$ cat config.mk
export PLATFORM = sky130hd
export DESIGN_NAME = control_step_sequencer
export DESIGN_NICKNAME = d
export VERILOG_FILES = /design/src/rtl/control_step_sequencer.sv
export SDC_FILE = /design/constraint.sdc
export NUM_CORES = 1
export LEC_CHECK = 0
export CAP_MARGIN = 20
export CORE_MARGIN = 2
export CORE_UTILIZATION = 40
export CTS_BUF_LIST = sky130_fd_sc_hd__clkbuf_4 sky130_fd_sc_hd__clkbuf_8
export CTS_CLUSTER_SIZE = 12
export DETAILED_ROUTE_END_ITERATION = 7
export DONT_BUFFER_PORTS = 1
export HOLD_SLACK_MARGIN = 0.06
export SYNTH_ARGS = -nofsm -noshare
export SYNTH_HDL_FRONTEND = slang
export SYNTH_SLANG_ARGS = --single-unit
$ cat constraint.sdc
create_clock -name clock -period 2.7 [get_ports clock]
set_input_delay 0.27 -clock clock [delete_from_list [all_inputs] [get_ports clock]]
set_output_delay 0.27 -clock clock [all_outputs]
set_load 0.01 [all_outputs]
$ cat src/rtl/control_step_sequencer.sv
// -----------------------------------------------------------------------------
// control_step_sequencer
//
// Control-step generator for the RISC datapath. It walks through the fetch
// steps T0..T2 and the per-class execute steps T3..T7 and decodes the
// DataPath control strobes from the current step and opcode. Memory steps
// (fetch T1, LD T6, ST T7) stall until mem_ready. A stall that lasts too long
// parks the sequencer in a sticky FAULT state that only clear can leave.
//
// Ports
//   clock, clear          : rising-edge clock, asynchronous active-high reset
//   run                   : level, high = keep fetching/executing
//   ir_opcode [OPW]       : opcode field of the IR (decoded live in T3)
//   mem_ready             : memory completion for the Read/Write steps
//   PCout..Cout           : bus drive strobes
//   MARin..Rin            : register load strobes
//   IncPC, Read, Write    : PC increment and memory strobes
//   Gra, Grb, Grc         : register-field selects
//   alu_op [ALU_OP_W]     : ALU operation (ADD = 3)
//   step [4]              : IDLE=0, T0..T7=1..8, FAULT=15
//   busy                  : high in T0..T7
//   instr_done            : pulse in the final step of each instruction
//   mem_fault             : sticky memory timeout flag
// -----------------------------------------------------------------------------
module control_step_sequencer #(
    parameter int OPW          = 5,
    parameter int ALU_OP_W     = 5,
    parameter int MEM_WAIT_MAX = 15
) (
    input  logic                clock,
    input  logic                clear,
    input  logic                run,
    input  logic [OPW-1:0]      ir_opcode,
    input  logic                mem_ready,
    output logic                PCout,
    output logic                Zlowout,
    output logic                MDRout,
    output logic                Rout,
    output logic                BAout,
    output logic                Cout,
    output logic                MARin,
    output logic                PCin,
    output logic                MDRin,
    output logic                IRin,
    output logic                Yin,
    output logic                ZLowIn,
    output logic                Rin,
    output logic                IncPC,
    output logic                Read,
    output logic                Write,
    output logic                Gra,
    output logic                Grb,
    output logic                Grc,
    output logic [ALU_OP_W-1:0] alu_op,
    output logic [3:0]          step,
    output logic                busy,
    output logic                instr_done,
    output logic                mem_fault
);
    // Opcodes are zero-extended to at least 4 bits so ADDI (12) is decodable.
    localparam int EXT_W  = (OPW > 4) ? OPW : 4;
    localparam int WCNT_W = $clog2(MEM_WAIT_MAX + 1);

    typedef enum logic [3:0] {
        S_IDLE = 4'd0, S_T0 = 4'd1, S_T1 = 4'd2, S_T2 = 4'd3, S_T3 = 4'd4,
        S_T4 = 4'd5, S_T5 = 4'd6, S_T6 = 4'd7, S_T7 = 4'd8, S_FAULT = 4'd15
    } state_t;

    typedef enum logic [2:0] {C_LD, C_LDI, C_ST, C_ALU, C_ADDI, C_NONE} class_t;

    localparam logic [ALU_OP_W-1:0] ALU_ADD = ALU_OP_W'(3);

    function automatic class_t classify(input logic [EXT_W-1:0] op);
        case (int'(op))
            0:          return C_LD;
            1:          return C_LDI;
            2:          return C_ST;
            3, 4, 5, 6: return C_ALU;
            12:         return C_ADDI;
            default:    return C_NONE;
        endcase
    endfunction

    state_t              state_q, state_d;
    logic [WCNT_W-1:0]   wait_q, wait_d;
    logic [EXT_W-1:0]    opcode_q, opcode_d;

    logic [EXT_W-1:0]    op_live;
    logic [EXT_W-1:0]    cur_op;
    class_t              cls;
    logic                is_mem;
    logic                is_final;

    assign op_live = EXT_W'(ir_opcode);
    // T3 decodes the IR directly; later steps use the copy latched leaving T3.
    assign cur_op  = (state_q == S_T3) ? op_live : opcode_q;
    assign cls     = classify(cur_op);

    // Strobe decode of the registered step
    always_comb begin
        {PCout, Zlowout, MDRout, Rout, BAout, Cout} = '0;
        {MARin, PCin, MDRin, IRin, Yin, ZLowIn, Rin} = '0;
        {IncPC, Read, Write, Gra, Grb, Grc} = '0;
        alu_op   = '0;
        is_mem   = 1'b0;
        is_final = 1'b0;
        case (state_q)
            S_T0: {PCout, MARin, IncPC, ZLowIn} = '1;
            S_T1: begin
                {Zlowout, PCin, Read, MDRin} = '1;
                is_mem = 1'b1;
            end
            S_T2: {MDRout, IRin} = '1;
            S_T3: begin
                case (cls)
                    C_LD, C_LDI, C_ST: {Grb, BAout, Yin} = '1;
                    C_ALU, C_ADDI:     {Grb, Rout, Yin} = '1;
                    default:           is_final = 1'b1;
                endcase
            end
            S_T4: begin
                case (cls)
                    C_ALU: begin
                        {Grc, Rout, ZLowIn} = '1;
                        alu_op = ALU_OP_W'(cur_op);
                    end
                    default: begin
                        {Cout, ZLowIn} = '1;
                        alu_op = ALU_ADD;
                    end
                endcase
            end
            S_T5: begin
                if (cls == C_LD || cls == C_ST) begin
                    {Zlowout, MARin} = '1;
                end else begin
                    {Zlowout, Gra, Rin} = '1;
                    is_final = 1'b1;
                end
            end
            S_T6: begin
                if (cls == C_ST) begin
                    {Gra, Rout, MDRin} = '1;
                end else begin
                    {Read, MDRin} = '1;
                    is_mem = 1'b1;
                end
            end
            S_T7: begin
                is_final = 1'b1;
                if (cls == C_ST) begin
                    Write  = 1'b1;
                    is_mem = 1'b1;
                end else begin
                    {MDRout, Gra, Rin} = '1;
                end
            end
            default: ;
        endcase
    end

    assign step       = state_q;
    assign busy       = (state_q >= S_T0) && (state_q <= S_T7);
    assign mem_fault  = (state_q == S_FAULT);
    // A memory final step only completes in the cycle mem_ready is seen.
    assign instr_done = is_final && (!is_mem || mem_ready);

    // Next-step selection
    always_comb begin
        state_d  = state_q;
        wait_d   = wait_q;
        opcode_d = opcode_q;
        case (state_q)
            S_IDLE:  if (run) state_d = S_T0;
            S_FAULT: state_d = S_FAULT;
            default: begin
                if (is_mem && !mem_ready) begin
                    // mem_ready wins over the timeout on the limit edge.
                    if (wait_q == WCNT_W'(MEM_WAIT_MAX - 1)) begin
                        state_d = S_FAULT;
                        wait_d  = '0;
                    end else begin
                        wait_d = wait_q + WCNT_W'(1);
                    end
                end else begin
                    wait_d = '0;
                    if (state_q == S_T3) opcode_d = op_live;
                    if (is_final) state_d = run ? S_T0 : S_IDLE;
                    else          state_d = state_t'(state_q + 4'd1);
                end
            end
        endcase
    end

    always_ff @(posedge clock or posedge clear) begin
        if (clear) begin
            state_q  <= S_IDLE;
            wait_q   <= '0;
            opcode_q <= '0;
        end else begin
            state_q  <= state_d;
            wait_q   <= wait_d;
            opcode_q <= opcode_d;
        end
    end
endmodule

==> results of run 1 <==
[cell families (layout without fill, tap and decap cells)]
kind of cell,Yosys count,after routing
AO/OA/AOI/OAI,35,35
XOR/XNOR,2,2
adder cells (fa/ha/maj),7,7
buffers and inverters,17,19
flip-flops,13,13
multiplexers,6,6
other,1,2
AND/OR/NAND/NOR,72,72
[power breakdown]
part | internal, mW | leakage [nW] | switching [mW]
Clock | 0.0672 | 0.0184 | 0.0621
Sequential | 0.273 | 0.162 | 0.0859
Combinational | 0.348 | 0.443 | 0.546
[flip-flops by register name, indices dropped and copies added (netlist names)]
signal    count
wait_q        4
step          4
opcode_q      5
[layout by cell type, fill, tap and decap left out, types with 3 or more instances in the layout]
cell type and count:
sky130_fd_sc_hd__a211oi_1 3, sky130_fd_sc_hd__dfrtp_1 13, sky130_fd_sc_hd__nand2_1 20, sky130_fd_sc_hd__a31oi_1 5, sky130_fd_sc_hd__clkbuf_4 4, sky130_fd_sc_hd__o21ai_0 9
sky130_fd_sc_hd__nor2b_1 3, sky130_fd_sc_hd__buf_4 7, sky130_fd_sc_hd__nand2b_1 3, sky130_fd_sc_hd__mux2_2 6, sky130_fd_sc_hd__inv_1 7, sky130_fd_sc_hd__nor2_1 18
sky130_fd_sc_hd__ha_1 7, sky130_fd_sc_hd__nand3_1 9
[final timing paths]
path / endpoint
setup / recovery: instr_done
hold / removal: opcode_q[3]
setup reg to reg: opcode_q[2]
hold reg to reg: opcode_q[4]
max in group asynchronous: opcode_q[1]
min in group asynchronous: wait_q[1]
[layout make-up]
class,instances,area [sq um],share of cell area
flip-flops and latches,13,325,0.248
well taps,33,41.3,0.0315
clock buffers,4,30.0,0.0229
multi-input cells,124,827,0.630
inverters,7,26.3,0.0200
repair buffers,8,62.6,0.0477
[per-layer routing]
metal  part of all wire  track usage  vias to the layer above
met1               0.43        0.247                      546
met3              0.078       0.0393                        2
met4             0.0062       0.0571                        0
met2               0.49        0.316                       42
met5                  0            0                        -
li1                   -            -                      549
[worst register-to-register path, delay by kind of cell, from the launching register on]
family | cells | cell delay (ns)
AOI/OAI and AO/OA | 2 | 0.56
and+or+nand+nor | 3 | 0.61
adders and majority gates | 1 | 0.25
buffers and inverters | 1 | 0.10
DFF | 1 | 0.39
muxes | 1 | 0.38
[per-stage QoR]
stage	std cells	instance area [sq um]	setup slack (ns)	power, mW	hold slack, ns
global route	189	1310	0.0491	1.52	0.129
floorplan	154	1240	0.223	1.05	0.147
finish	189	1310	0.230	1.38	0.151
CTS	189	1310	0.158	1.39	0.143
detailed placement	184	1270	0.258	1.26	0.222
global placement	184	1270	0.352	1.23	0.214
[timing repair]
action	in CTS	in global routing
hold buffers	1	0
endpoints found under the hold margin	13	0
resized for setup	0	1
setup endpoints to repair	0	1
==> run summary, run 1 <==
The flow ran to the end, and the final reports show no timing, DRC or antenna violations. The end-of-flow core utilization came out at 0.437. The total via count in the routed design came out at 1139.

The tools report the launching point of the worst reg2reg path as step[0]. The cell at the root of the clock tree was sky130_fd_sc_hd__clkbuf_4. The first routing iteration left 87 violations. The share of layout cells above drive strength 1 was 0.173. For this run, design rule violations remaining after detail routing come to 0.

Synthesis inferred 13 register bits. Compared with the post-synthesis result, the final layout area differs by 6.39%. Die span in x: 59.5 um.

The share of flip-flops with an asynchronous set or reset came out at 1.00. The summed negative setup slack over all endpoints was 0 ns; the number of enable flip-flop cells after synthesis was 0. Kind of start point of the critical path: a flop. A synthesized cell averages 8.06 sq um.

For this design the static power due to leakage is 0.624 nW. The cell class contributing the biggest share of worst-path delay was simple AND/OR/NAND/NOR gates. Data on the critical path is required at its endpoint by 2.43 ns. The critical path goes through inv_1, ha_1, and3b_2, nand4_2, a41o_1, o21ba_4, nor2_1. Power spread over the standard cell area amounts to 1050 nW/um^2.

By area, the combinational part of the netlist is dominated by simple AND/OR/NAND/NOR gates. Along the worst path, the maximum fanout reaches 7. The synthesized-area fraction occupied by xor and xnor cells was 0.0142; the total track usage was 0.190. The logs give 0.264 for the sequential cell area fraction in the yosys report and 4 for the number of search-and-repair iterations in the first detailed-routing pass. 40 I/O pins were placed. After clock tree synthesis, the clock-pin slew on the worst setup and hold paths is 0.08 ns. The adder-cell share of the synthesized area is 0.0710.

After floorplanning, the core was divided into 20 placement rows. Setup repair after global routing left no endpoint under its margin. Counting the buffers created by CTS gives 3. In the synthesized netlist, the cells that appear most often are sky130_fd_sc_hd__nand2_1 (20), sky130_fd_sc_hd__nor2_1 (18), sky130_fd_sc_hd__dfrtp_1 (13), sky130_fd_sc_hd__nand3_1 (9), sky130_fd_sc_hd__o21ai_0 (9).

The core region is 3000 sq um. The critical path data arrival time was 2.20 ns; the fraction of synthesized cell area taken by the top area cell type was 0.264. The H-tree level count is 1, and the maximum achievable frequency is 0.405 GHz. The longest clock path from root to sink contains 2 buffers. TritonCTS built the clock tree. The tool flagged a number of max-cap violations equal to 0. The fill cell total of the finished layout was 317. The cell count after synthesis came out at 153.

The congestion estimate from routability-driven global placement came to 0.879. The number of antenna violations at the first check in global routing is 0. Among all flip-flop cells after synthesis, the most frequent one is sky130_fd_sc_hd__dfrtp_1. The share of the clock period used by the worst path after layout works out to 0.915. The detail route stage leaves a number of antenna-violating nets equal to 0.

0 antenna diodes ended up in the layout. The critical path starts at step[0]. Setup slack on the worst reg-to-reg path comes out at 0.29 ns. For the starting utilization of the core area, the log shows 0.411.

For the worst-skew pair, the clock arrives at the later sink with an insertion delay of 0.27 ns. The tools report the launch point of the worst hold path as ir_opcode[3]. After synthesis, the cell types taking the most area are sky130_fd_sc_hd__dfrtp_1 (26%), sky130_fd_sc_hd__ha_1 (7.1%), sky130_fd_sc_hd__nand2_1 (6.1%).

The post-synthesis simple-gate area fraction is 0.312, and the total of buffers placed on input and output ports is 0. The final wirelength is 3080 um. The critical path runs through a total of 7 cells.

The maximum VDD drop was 0.284 mV; the pin count of the biggest net entering global routing was 16. STA classifies the critical path endpoint as an output pin. The worst setup path is of the flop to output pin kind. The number of post-CTS setup repair buffers was 0. The number of global-route vias before repair came out at 1047. The run gives 0 as the final hold violation count.

Setup violations remaining at the end of the flow were counted as 0. The final layout contains 173 nets. The clock period could shrink to 2.47 ns.

For the final-report max-slew violation count, the log shows 0. The dominant cell type by area after synthesis was sky130_fd_sc_hd__dfrtp_1. The path class of the tightest hold or removal check is input pin to flop. Measured slew at the worst slew-check pin: 0.661 ns.

Measured in cells, the most critical reg-to-reg path has a length of 8. Counting every sink on the clock net gives 13. The number of instances on the worst hold path is 1, and the relative slew slack is 0.557. Proportion of synthesized area in mux cells: 0.0548.

The library cell with the highest instance count after synthesis was sky130_fd_sc_hd__nand2_1. The tools report the distinct cell type count of the synthesized netlist as 49. The detailed-placement wirelength estimate was 2460 um. The die extent in y was 59.5 um. The total buffers and inverters traversed by the critical path works out to 1. The clock arrives with 0.00770 ns of skew.

The tools report the global-route wire length before repair as 5060 um. Cell area after synthesis: 1230 sq um. The run gives 0 as the overall overflow remaining after global route. The post-detailed-route via-to-cell ratio is 6.03. Dividing the detail-routed wire length by the instance count gives 16.3 um.

The die outline area is 3540 sq um. The share of the synthesized area in compound gates (AO/OA/AOI/OAI) was 0.211; the number of warnings issued by yosys was 0. For this run, the slowest stage of the critical path takes 0.39 ns.

The slowest stage of the critical path belongs to the cell sky130_fd_sc_hd__dfrtp_1.
(Power assumes the default switching activity.)
==> inputs of run 2 (changes only) <==
--- a/config.mk
+++ b/config.mk
@@ -13,6 +13,7 @@
 export DETAILED_ROUTE_END_ITERATION = 7
 export DONT_BUFFER_PORTS = 1
 export HOLD_SLACK_MARGIN = 0.06
+export MAX_ROUTING_LAYER = met4
 export SYNTH_ARGS = -nofsm -noshare
 export SYNTH_HDL_FRONTEND = slang
 export SYNTH_SLANG_ARGS = --single-unit
==> run summary, run 2 (synthesis results as in run 1) <==
The final setup violation count came out at 0 (unchanged). The tools report the total instance count after detailed placement as 184 (unchanged). The row count was 20 (unchanged); the insertion delay of the later-clocked pin in the worst-skew pair was 0.27 ns (about the same). The logs give 0.284 mV (about the same) for the maximum VDD drop and 0.00823 ns (was 0.00770 ns) for the clock skew. The kind of end point of the critical path is an output pin (unchanged). The maximum fanout along the worst path was 7 (unchanged); the final-report max-slew violation count was 0 (unchanged). The number of DRC markers in iteration 0 is 87 (unchanged).

The number of global-route vias before repair is 1049 (was 1047), and the number of diodes is 0 (unchanged). For the overall overflow remaining after global route, the log shows 0 (unchanged). The classification of the worst-slack hold path was input pin to flop (unchanged). The cell class contributing the biggest share of worst-path delay was simple AND/OR/NAND/NOR gates (unchanged). The power consumption was 1.38 mW (about the same). The logs give 0 (unchanged) for the final hold violation count and 189 (unchanged) for the number of standard cells in the layout, taps in and fillers out. The total clock sinks was 13 (unchanged). Core box area: 3000 sq um (unchanged).

The net count of the finished layout is 173 (unchanged), and the post-detailed-route via-to-cell ratio is 5.97 (was 6.03). The end-of-flow core utilization is 0.437 (unchanged), and the die extent in y is 59.5 um (unchanged). The tools report the final wirelength as 3080 um (about the same). The die span in x was 59.5 um (unchanged); the maximum count of clock buffers along a single path was 2 (unchanged). The area growth from synthesis to layout is 6.39% (unchanged). The flow ran to the end, and the final reports show no timing, DRC or antenna violations. TritonCTS built the clock tree. The leakage power total was 0.624 nW (unchanged); the delay contributed by the slowest stage of the critical path was 0.39 ns (about the same). The total via count in the routed design was 1129 (was 1139); the count of antenna-violating nets left after detailed routing was 0 (unchanged). The total track usage was 0.195 (was 0.190); the total buffers and inverters traversed by the critical path was 1 (unchanged). Minimum setup slack among reg-to-reg paths: 0.29 ns (about the same).

The run gives 0 ns (unchanged) as the summed negative setup slack over all endpoints. The max-cap violation count is 0 (unchanged), and the measured slew at the worst slew-check pin is 0.654 ns (was 0.661 ns). Setup repair after global routing left no endpoint under its margin.

The run gives 0 (unchanged) as the post-route DRC violation count. Register with the most flip-flops: opcode_q (unchanged). The slowest stage cell on the critical path was sky130_fd_sc_hd__dfrtp_1 (unchanged). The logs give 0 (unchanged) for the number of post-CTS setup repair buffers and 2460 um (unchanged) for the detailed-placement wirelength estimate. The most common cell after layout, fill and taps aside is sky130_fd_sc_hd__nand2_1 (unchanged).

Top library cells by usage in the layout, fill and taps aside: sky130_fd_sc_hd__nand2_1 (20), sky130_fd_sc_hd__nor2_1 (18), sky130_fd_sc_hd__dfrtp_1 (13), sky130_fd_sc_hd__nand3_1 (9), sky130_fd_sc_hd__o21ai_0 (9) (unchanged). The logs give 16 (unchanged) for the pin count of the biggest net entering global routing and 4 (unchanged) for the number of search-and-repair iterations in the first detailed-routing pass. The flip-flop count of the largest register, all copies and words added was 5 (unchanged). For the worst hold slack after final layout, the log shows 0.151 ns (about the same).

The number of placed I/O pins came out at 40 (unchanged). The logs give 1 (unchanged) for the H-tree level count and 0.561 (was 0.557) for the relative slew slack. The clock slew at the register clock pins of the worst setup and hold paths was 0.08 ns (about the same). The category of the most critical setup path is flop to output pin (unchanged).

The global-route wire length before repair was 5060 um (about the same); the shortest clock period the worst path allows after layout was 2.49 ns (was 2.47 ns). The die outline area is 3540 sq um (unchanged). The critical path data arrival time is 2.22 ns (was 2.20 ns), and the total of buffers placed on input and output ports is 0 (unchanged). The tools report the kind of start point of the critical path as a flop (unchanged). The starting utilization of the core area was 0.411 (unchanged). Worst-path cell chain: inv_1, ha_1, and3b_2, nand4_2, a41o_1, o21ba_4, nor2_1 (unchanged).

The share of layout cells above drive strength 1 was 0.173 (unchanged). The global placement routability congestion was 0.894 (was 0.879); the ratio of total power to cell area was 1050 nW/um^2 (about the same). The share of the clock period used by the worst path after layout works out to 0.921 (was 0.915). The cell at the root of the clock tree is sky130_fd_sc_hd__clkbuf_4 (unchanged). The number of antenna violations at the first check in global routing is 0 (unchanged), and the average detailed-routed wire length per instance is 16.3 um (about the same). The logs give 3 (unchanged) for the CTS buffer count and 0.402 GHz (was 0.405 GHz) for the maximum achievable frequency.

Data required time of the worst path: 2.43 ns (about the same).
==> run 2: cell counts in the layout (fill, tap and decap cells not counted) <==
No cell type changed its count.
==> run 2: per-layer routing <==
layer	routed length [um]	global-route usage
met1	1310	0.249
met2	1540	0.316
met3	210	0.0349
met4	20	0.0571
met5	0	-
==> run 2: timing repair <==
| action | CTS | global route |
|---|---|---|
| endpoints found under the setup margin | 0 | 1 |
| resized for setup | 0 | 1 |
| hold buffers | 1 | 0 |
| endpoints found under the hold margin | 13 | 0 |
==> run 2: layout make-up <==
class,instances,area [sq um]
Clock buffer,4,30.0
Inverter,7,26.3
Fill cell,317,1690
Multi-Input combinational cell,124,827
Tap cell,33,41.3
Timing Repair Buffer,8,62.6
Sequential cell,13,325
==> run 2: through the flow <==
step                      worst slack [ns]  area (sq um)
after floorplan                      0.223          1240
after global placement               0.352          1270
after detailed placement             0.258          1270
after CTS                            0.158          1310
after global routing                0.0563          1310
final                                0.214          1310
==> run 2: path summary, 6_finish.rpt <==
| check | cells past startpoint | endpoint | start |
|---|---|---|---|
| max in group asynchronous | 2 | opcode_q[1] | clear |
| worst min-delay path | 1 | opcode_q[3] | ir_opcode[3] |
| worst min register to register | 1 | opcode_q[4] | opcode_q[4] |
| worst max-delay path | 7 | instr_done | step[0] |
| min in group asynchronous | 2 | wait_q[3] | clear |
| worst max register to register | 8 | opcode_q[2] | step[0] |
==> run 2: power by group <==
part / leakage [nW] / internal [mW] / switching, mW
combinational: 0.443 / 0.348 / 0.546
sequential: 0.162 / 0.273 / 0.0854
clock: 0.0184 / 0.0672 / 0.0619
total: 0.624 / 0.688 / 0.694
